## config.mk

```make
export PLATFORM = sky130hd
export DESIGN_NAME = brick_row
export DESIGN_NICKNAME = d
export VERILOG_FILES = /design/src/rtl/brick_row.sv
export SDC_FILE = /design/constraint.sdc
export NUM_CORES = 1
export LEC_CHECK = 0
export ABC_AREA = 1
export CAP_MARGIN = 20
export CORE_UTILIZATION = 54
export CTS_BUF_LIST = sky130_fd_sc_hd__clkbuf_4
export DETAILED_ROUTE_END_ITERATION = 12
export MAX_ROUTING_LAYER = met4
export PLACE_DENSITY_LB_ADDON = 0.3
export SKIP_CTS_REPAIR_TIMING = 1
export SLEW_MARGIN = 20
export SYNTH_ARGS = -nofsm -noshare
export SYNTH_HDL_FRONTEND = slang
export SYNTH_SLANG_ARGS = --single-unit
export TNS_END_PERCENT = 100
```

## constraint.sdc

```tcl
create_clock -name clk -period 6.8 [get_ports clk]
set_input_delay 1.36 -clock clk [delete_from_list [all_inputs] [get_ports clk]]
set_output_delay 1.36 -clock clk [all_outputs]
set_load 0.05 [all_outputs]
```

## src/rtl/brick_row.sv

```systemverilog
// Row of NUM_BRICKS bricks sharing one descending y, with a sequential ball/brick overlap scan.
// Optional macro BRICK_ROW_MULTIHIT_EN gives each brick INIT_HP hit points instead of one.
module brick_row #(
  parameter int  NUM_BRICKS = 8,
  parameter int  COORD_W    = 10,
  parameter int  BRICK_W    = 57,
  parameter int  BRICK_H    = 19,
  parameter int  GAP        = 3,
  parameter int  BALL_SIZE  = 20,
  parameter int  FLOOR_Y    = 458,
  parameter int  STEP       = 1,
  parameter int  HP_W       = 2,
  parameter int  INIT_HP    = 3,
  localparam int IDX_W      = (NUM_BRICKS > 1) ? $clog2(NUM_BRICKS) : 1
) (
  input  logic                  clk,
  input  logic                  rst,
  input  logic [COORD_W-1:0]    init_x,
  input  logic [COORD_W-1:0]    init_y,
  input  logic [COORD_W-1:0]    ball_x,
  input  logic [COORD_W-1:0]    ball_y,
  input  logic                  ball_valid,
  input  logic [24:0]           delay_done,
  output logic [COORD_W-1:0]    row_y,
  output logic [NUM_BRICKS-1:0] alive,
  output logic                  busy,
  output logic                  hit_pulse,
  output logic [IDX_W-1:0]      hit_idx,
  output logic                  cleared,
  output logic                  game_over
);

  localparam int XW     = COORD_W + 7;
  localparam int CW     = COORD_W + 8;
  localparam int STRIDE = BRICK_W + GAP;

  typedef enum logic [1:0] {S_WAIT, S_SCAN, S_HIT, S_DONE} state_t;

  if (NUM_BRICKS < 1 || NUM_BRICKS > 64 || INIT_HP < 1 || INIT_HP >= (1 << HP_W)) begin : g_bad_param
    $error("brick_row: NUM_BRICKS or INIT_HP out of range");
  end

  state_t                r_state;
  logic [COORD_W-1:0]    r_row_y;
  logic [COORD_W-1:0]    r_ball_x;
  logic [COORD_W-1:0]    r_ball_y;
  logic [NUM_BRICKS-1:0] r_alive;
  logic                  r_busy;
  logic                  r_hit_pulse;
  logic [IDX_W-1:0]      r_hit_idx;
  logic [IDX_W-1:0]      r_k;
  logic                  r_cleared;
  logic                  r_game_over;
  logic [24:0]           r_cnt;

  logic [XW-1:0]         w_brick_x;
  logic [CW-1:0]         w_lx;
  logic [CW-1:0]         w_bx;
  logic [CW-1:0]         w_ly;
  logic [CW-1:0]         w_ry;
  logic                  w_ovl;
  logic                  w_at_floor;
  logic                  w_last_k;
  logic                  w_kill;

  // Only the brick under test needs its x, so one multiplier serves the whole row.
  assign w_brick_x  = XW'(init_x) + XW'(r_k) * XW'(STRIDE);
  assign w_lx       = CW'(w_brick_x);
  assign w_bx       = CW'(r_ball_x);
  assign w_ly       = CW'(r_ball_y);
  assign w_ry       = CW'(r_row_y);
  assign w_ovl      = (w_bx <= w_lx + CW'(BRICK_W)) && (w_lx + CW'(BALL_SIZE) >= w_bx) &&
                      (w_ly <= w_ry + CW'(BRICK_H)) && (w_ly + CW'(BALL_SIZE) >= w_ry);
  assign w_at_floor = (w_ry + CW'(BRICK_H) >= CW'(FLOOR_Y));
  assign w_last_k   = (r_k == IDX_W'(NUM_BRICKS - 1));

`ifdef BRICK_ROW_MULTIHIT_EN
  logic [HP_W-1:0] r_hp [NUM_BRICKS];
  assign w_kill = (r_hp[r_k] <= HP_W'(1));
`else
  assign w_kill = 1'b1;
`endif

  // NOTE: all state is updated with non-blocking assignments so every read sees the pre-edge value.
  always_ff @(posedge clk) begin
    if (!rst) begin
      r_state     <= S_WAIT;
      r_row_y     <= init_y;
      r_ball_x    <= '0;
      r_ball_y    <= '0;
      r_alive     <= '1;
      r_busy      <= 1'b0;
      r_hit_pulse <= 1'b0;
      r_hit_idx   <= '0;
      r_k         <= '0;
      r_cleared   <= 1'b0;
      r_game_over <= 1'b0;
      r_cnt       <= '0;
`ifdef BRICK_ROW_MULTIHIT_EN
      // NOTE: the hp array is reset explicitly because bricks must start every game at INIT_HP.
      for (int i = 0; i < NUM_BRICKS; i++) r_hp[i] <= HP_W'(INIT_HP);
`endif
    end else begin
      r_hit_pulse <= 1'b0;

      // Descent timer: a pending step waits for the next WAIT cycle.
      if (r_state == S_WAIT) begin
        if (r_cnt >= delay_done) begin
          r_cnt <= '0;
          if (!w_at_floor) r_row_y <= r_row_y + COORD_W'(STEP);
        end else begin
          r_cnt <= r_cnt + 25'd1;
        end
      end else if (r_state != S_DONE) begin
        r_cnt <= (r_cnt >= delay_done) ? delay_done : r_cnt + 25'd1;
      end

      case (r_state)
        S_WAIT: begin
          if (ball_valid && !r_cleared && !r_game_over) begin
            r_ball_x <= ball_x;
            r_ball_y <= ball_y;
            r_k      <= '0;
            r_busy   <= 1'b1;
            r_state  <= S_SCAN;
          end
        end
        S_SCAN: begin
          if (w_ovl && r_alive[r_k]) begin
            r_state     <= S_HIT;
            r_hit_pulse <= 1'b1;
            r_hit_idx   <= r_k;
          end else if (w_last_k) begin
            r_state <= S_WAIT;
            r_busy  <= 1'b0;
          end else begin
            r_k <= r_k + IDX_W'(1);
          end
        end
        S_HIT: begin
          if (w_kill) r_alive[r_k] <= 1'b0;
`ifdef BRICK_ROW_MULTIHIT_EN
          r_hp[r_k] <= r_hp[r_k] - HP_W'(1);
`endif
          r_state <= S_WAIT;
          r_busy  <= 1'b0;
        end
        default: begin
        end
      endcase

      // End-of-game detection overrides the scan; an empty row counts as cleared, not landed.
      if (r_state != S_DONE) begin
        if (r_alive == '0) begin
          r_cleared   <= 1'b1;
          r_state     <= S_DONE;
          r_busy      <= 1'b0;
          r_hit_pulse <= 1'b0;
        end else if (w_at_floor) begin
          r_game_over <= 1'b1;
          r_state     <= S_DONE;
          r_busy      <= 1'b0;
          r_hit_pulse <= 1'b0;
        end
      end
    end
  end

  assign row_y     = r_row_y;
  assign alive     = r_alive;
  assign busy      = r_busy;
  assign hit_pulse = r_hit_pulse;
  assign hit_idx   = r_hit_idx;
  assign cleared   = r_cleared;
  assign game_over = r_game_over;

endmodule

```

==> metrics.md <==
| Metric | Value |
|---|---|
| Io pins | 93 |
| Antenna diodes | 0 |
| Cells after Synth | 1029 |
| Seq/Total Area, Yosys | 0.232 |
| H-tree Lvls | 3 |
| Skew-Pair Late Insertion Delay | 470 ps |
| Pin count of the biggest net entering global routing | 51 |
| Detailed Place HPWL | 13.1 mm |
| Final setup margin | 2060 ps |
| Switch share | 0.469 |
| Hold depth | 2 |
| Max Freq | 211 MHz |
| Hold_ws | 482 ps |
| Wirelength per Cell | 13.5 um |
| Nets | 1271 |
| Comb power frac | 0.575 |
| Arrival time worst endpoint | 5070 ps |
| Area Overhead vs Synth | 17.2% |
| Final hold vios | 0 |
| Reg2reg setup slack | 2060 ps |
| Reg-to-reg endpoint | hit_idx[0] |
| Seq cells post-synth | 75 |
| Worst slack, placed | 1840 ps |
| Power density of the placed cells | 247 mW/mm^2 |
| Slew HR | 0.409 |
| Final WL | 17.3 mm |
| Crit end category | flop |
| Maxcap violations | 0 |
| Worst min path class | flop to flop |
| Worst EP required | a little over 7000 ps |
| Area of the die | 0.0132 mm^2 |
| Synthesis Warnings | 0 |
| Clk pin slew, worst setup/hold paths | 130 ps |
| Setup TNS | 0 ps |
| Tmin final | 4740 ps |
| Status | finished clean |
| Die Height | 115 um |
| Overflow after GRT | 0 |
| Clock share of power | 0.142 |
| Initial drt markers | 429 |
| Pre-Repair DR Iteration Count | 5 |
| R2R depth | 25 |
| Synthesized area | 0.00690 mm^2 |
| Root Driver | clkbuf_4 |
| Vias in the first global route | 6261 |
| Row cnt | 40 |
| DRC violations left | 0 |
| Final setup viols | 0 |
| GRT Total Usage | 0.285 |
| Lkg Pwr | 3.98 nW |
| Max FO, Critical Path | 14 |
| Vias per inst | 5.25 |
| Clock sink count | 75 |
| Crit Path Category | flop to flop |
| Global-route wire length before repair | 28.9 mm |
| CTS buffer count | 9 |
| Max VDD drop | 158 uV |
| Initial antenna violation count | 0 |
| Share of cells above drive strength 1 | 0.0323 |
| RSZ-0062 raised after global routing | false |
| Hold Crit Endpoint | hit_idx[0] |
| IO buf count | 92 |
| Clk buf depth | 2 |
| Placeable Area | 0.0122 mm^2 |
| Post-synth ARST share | 0 |
| Post-synth EDFFs | 10 |
| Syn Area/Cell | 6.70 um^2 |
| HP Start | hit_idx[0] |
| FILL cells | between 1000 and 1500 |
| Yosys cell types | between 40 and 50 |
| Via Count | just under 7000 |
| Syn nets | 1191 |
| Max Clock Skew | 13.8 ps |
| Switching power | 0.000935 W |
| Starting Density | 0.565 |
| ANT nets after route | 0 |
| Ys flop type | dfxtp_1 |
| GP Congestion | 0.929 |
| TritonCTS clock tree | yes |
| Least-Margin Pin Slew | 886 ps |
| Final Slew Violations | 0 |
| Startpoint types | flop |
| Flop pwr share | 0.283 |
| Worst r2r src | r_k[0] |
| Die Wd | 115 um |
| Tcrit/Tclk final | 0.696 |
| Internal | 0.00106 W |
==> cells in the mapped netlist, types with 2 or more instances <==
library cell  count  share of area
nand2_1         209           0.11
o31ai_1           2         0.0022
nand3b_1          2         0.0022
buf_2             4         0.0029
fa_1              4          0.012
a31oi_1           3         0.0027
buf_1             2         0.0011
o211ai_1         11          0.012
a21oi_1          87          0.063
o21a_1            3         0.0033
o21bai_1          3         0.0033
nand3_1          78          0.057
inv_1           180          0.098
nand2_2           3         0.0027
edfxtp_1         10          0.044
ha_1             90           0.16
nor3_1           18          0.013
nor4_1            4         0.0036
nand4_1          33          0.030
clkinv_1          2         0.0011
nand3_2           2         0.0029
a21oi_2           2         0.0025
xnor2_1           6         0.0076
xor2_1           43          0.055
o21ai_0          52          0.038
clkbuf_1         20          0.011
nor2_1           71          0.039
dfxtp_1          65           0.19
==> cells by family after synthesis <==
logic type / after synthesis / synth area share
buf+inv: 211 / 0.116
flops: 75 / 0.232
simple gates: 431 / 0.280
xor+xnor: 50 / 0.0646
fa+ha+maj: 94 / 0.175
compound gates: 168 / 0.132
==> registers in the layout, summed over array words and instances (netlist names) <==
register   cells
r_ball_x      10
r_state        2
row_y         10
r_cnt         25
cleared        1
game_over      1
hit_pulse      1
hit_idx        3
busy           1
alive          8
r_ball_y      10
r_k            3
==> power by group through the flow <==
stage          sequential, W  clock [W]  combinational [W]
2_1_floorplan       0.000584          0           0.000843
3_3_place_gp        0.000573          0            0.00109
3_5_place_dp        0.000573          0            0.00113
4_1_cts             0.000564   0.000293            0.00114
5_1_grt             0.000575   0.000311            0.00130
6_report            0.000565   0.000283            0.00115
==> through the flow <==
| step | util | cell area [um^2] | instances | power (W) |
|---|---|---|---|---|
| 4_1_cts | 0.662 | 8080 | 1282 | 0.00199 |
| 3_3_place_gp | 0.651 | 7950 | 1266 | 0.00167 |
| 6_report | 0.662 | 8080 | 1282 | 0.00200 |
| 5_1_grt | 0.662 | 8080 | 1282 | 0.00219 |
| 2_1_floorplan | - | 6900 | 1029 | 0.00143 |
| 3_5_place_dp | 0.651 | 7950 | 1266 | 0.00170 |
==> layout make-up <==
type,instances,area [um^2],area share
well taps,168,210,0.0260
repair buffers,96,951,0.118
clock buffers,9,67.6,0.00836
clock inverters,7,66.3,0.00821
inverters,184,692,0.0856
flip-flops and latches,75,1600,0.198
multi-input cells,743,4490,0.556
==> how the worst max path moves through the flow <==
stage / startpoint / end / slack (ps)
final: r_k[0] / hit_idx[0] / 2060
after CTS: r_k[0] / hit_idx[0] / 2060
after detailed placement: init_x[2] / hit_idx[0] / 1840
after global placement: init_x[2] / hit_idx[0] / 1940
after floorplan: init_x[2] / r_k[0] / 2680
after global routing: r_k[0] / hit_idx[0] / 1650
==> cells in the final DEF, fill, tap and decap left out, types with 2 or more instances in the layout <==
cell type / synthesis / final
clkinvlp_4: 0 / 2
o21a_1: 3 / 3
clkdlybuf4s50_1: 0 / 92
nor4_1: 4 / 4
nor3_1: 18 / 18
o21ai_0: 52 / 52
clkbuf_4: 0 / 9
nand4_1: 33 / 33
xor2_1: 43 / 43
clkinv_1: 2 / 3
a21oi_2: 2 / 2
a21oi_1: 87 / 87
fa_1: 4 / 4
clkinv_2: 1 / 2
buf_4: 1 / 4
ha_1: 90 / 90
inv_4: 0 / 2
nand3b_1: 2 / 2
o31ai_1: 2 / 2
o21bai_1: 3 / 3
a31oi_1: 3 / 3
edfxtp_1: 10 / 10
dfxtp_1: 65 / 65
nand3_2: 2 / 2
xnor2_1: 6 / 6
inv_1: 180 / 180
nand2_1: 209 / 209
nand2_2: 3 / 3
o211ai_1: 11 / 11
nor2_1: 71 / 71
nand3_1: 78 / 78
==> worst max-delay path, stage by stage, from the launching register on <==
cell      delay, ps
dfxtp_1         700
fa_1            550
ha_1            230
inv_1            70
fa_1            410
inv_1            70
ha_1            270
or2_1           250
nand3_1         100
nand2_1          60
nand2_1          70
nand2_1          70
nor2_1          180
nand2_1          90
xor2_1          150
ha_1            300
nand2_1          70
inv_1            50
nand3_1          70
nor3_1           50
a21oi_1         160
nand3_1         170
nand4_4         220
clkinv_2        100
nand2_1          70
a21oi_1          60
==> per-layer routing <==
| layer | up-vias | share of wire | global-route usage |
|---|---|---|---|
| met5 | - | 0 | - |
| met4 | 0 | 0.014 | 0.0779 |
| met3 | 19 | 0.056 | 0.0590 |
| met2 | 199 | 0.46 | 0.454 |
| met1 | 2995 | 0.47 | 0.365 |
| li1 | 3523 | - | - |
Note: power is estimated with default switching activity, not from simulation.
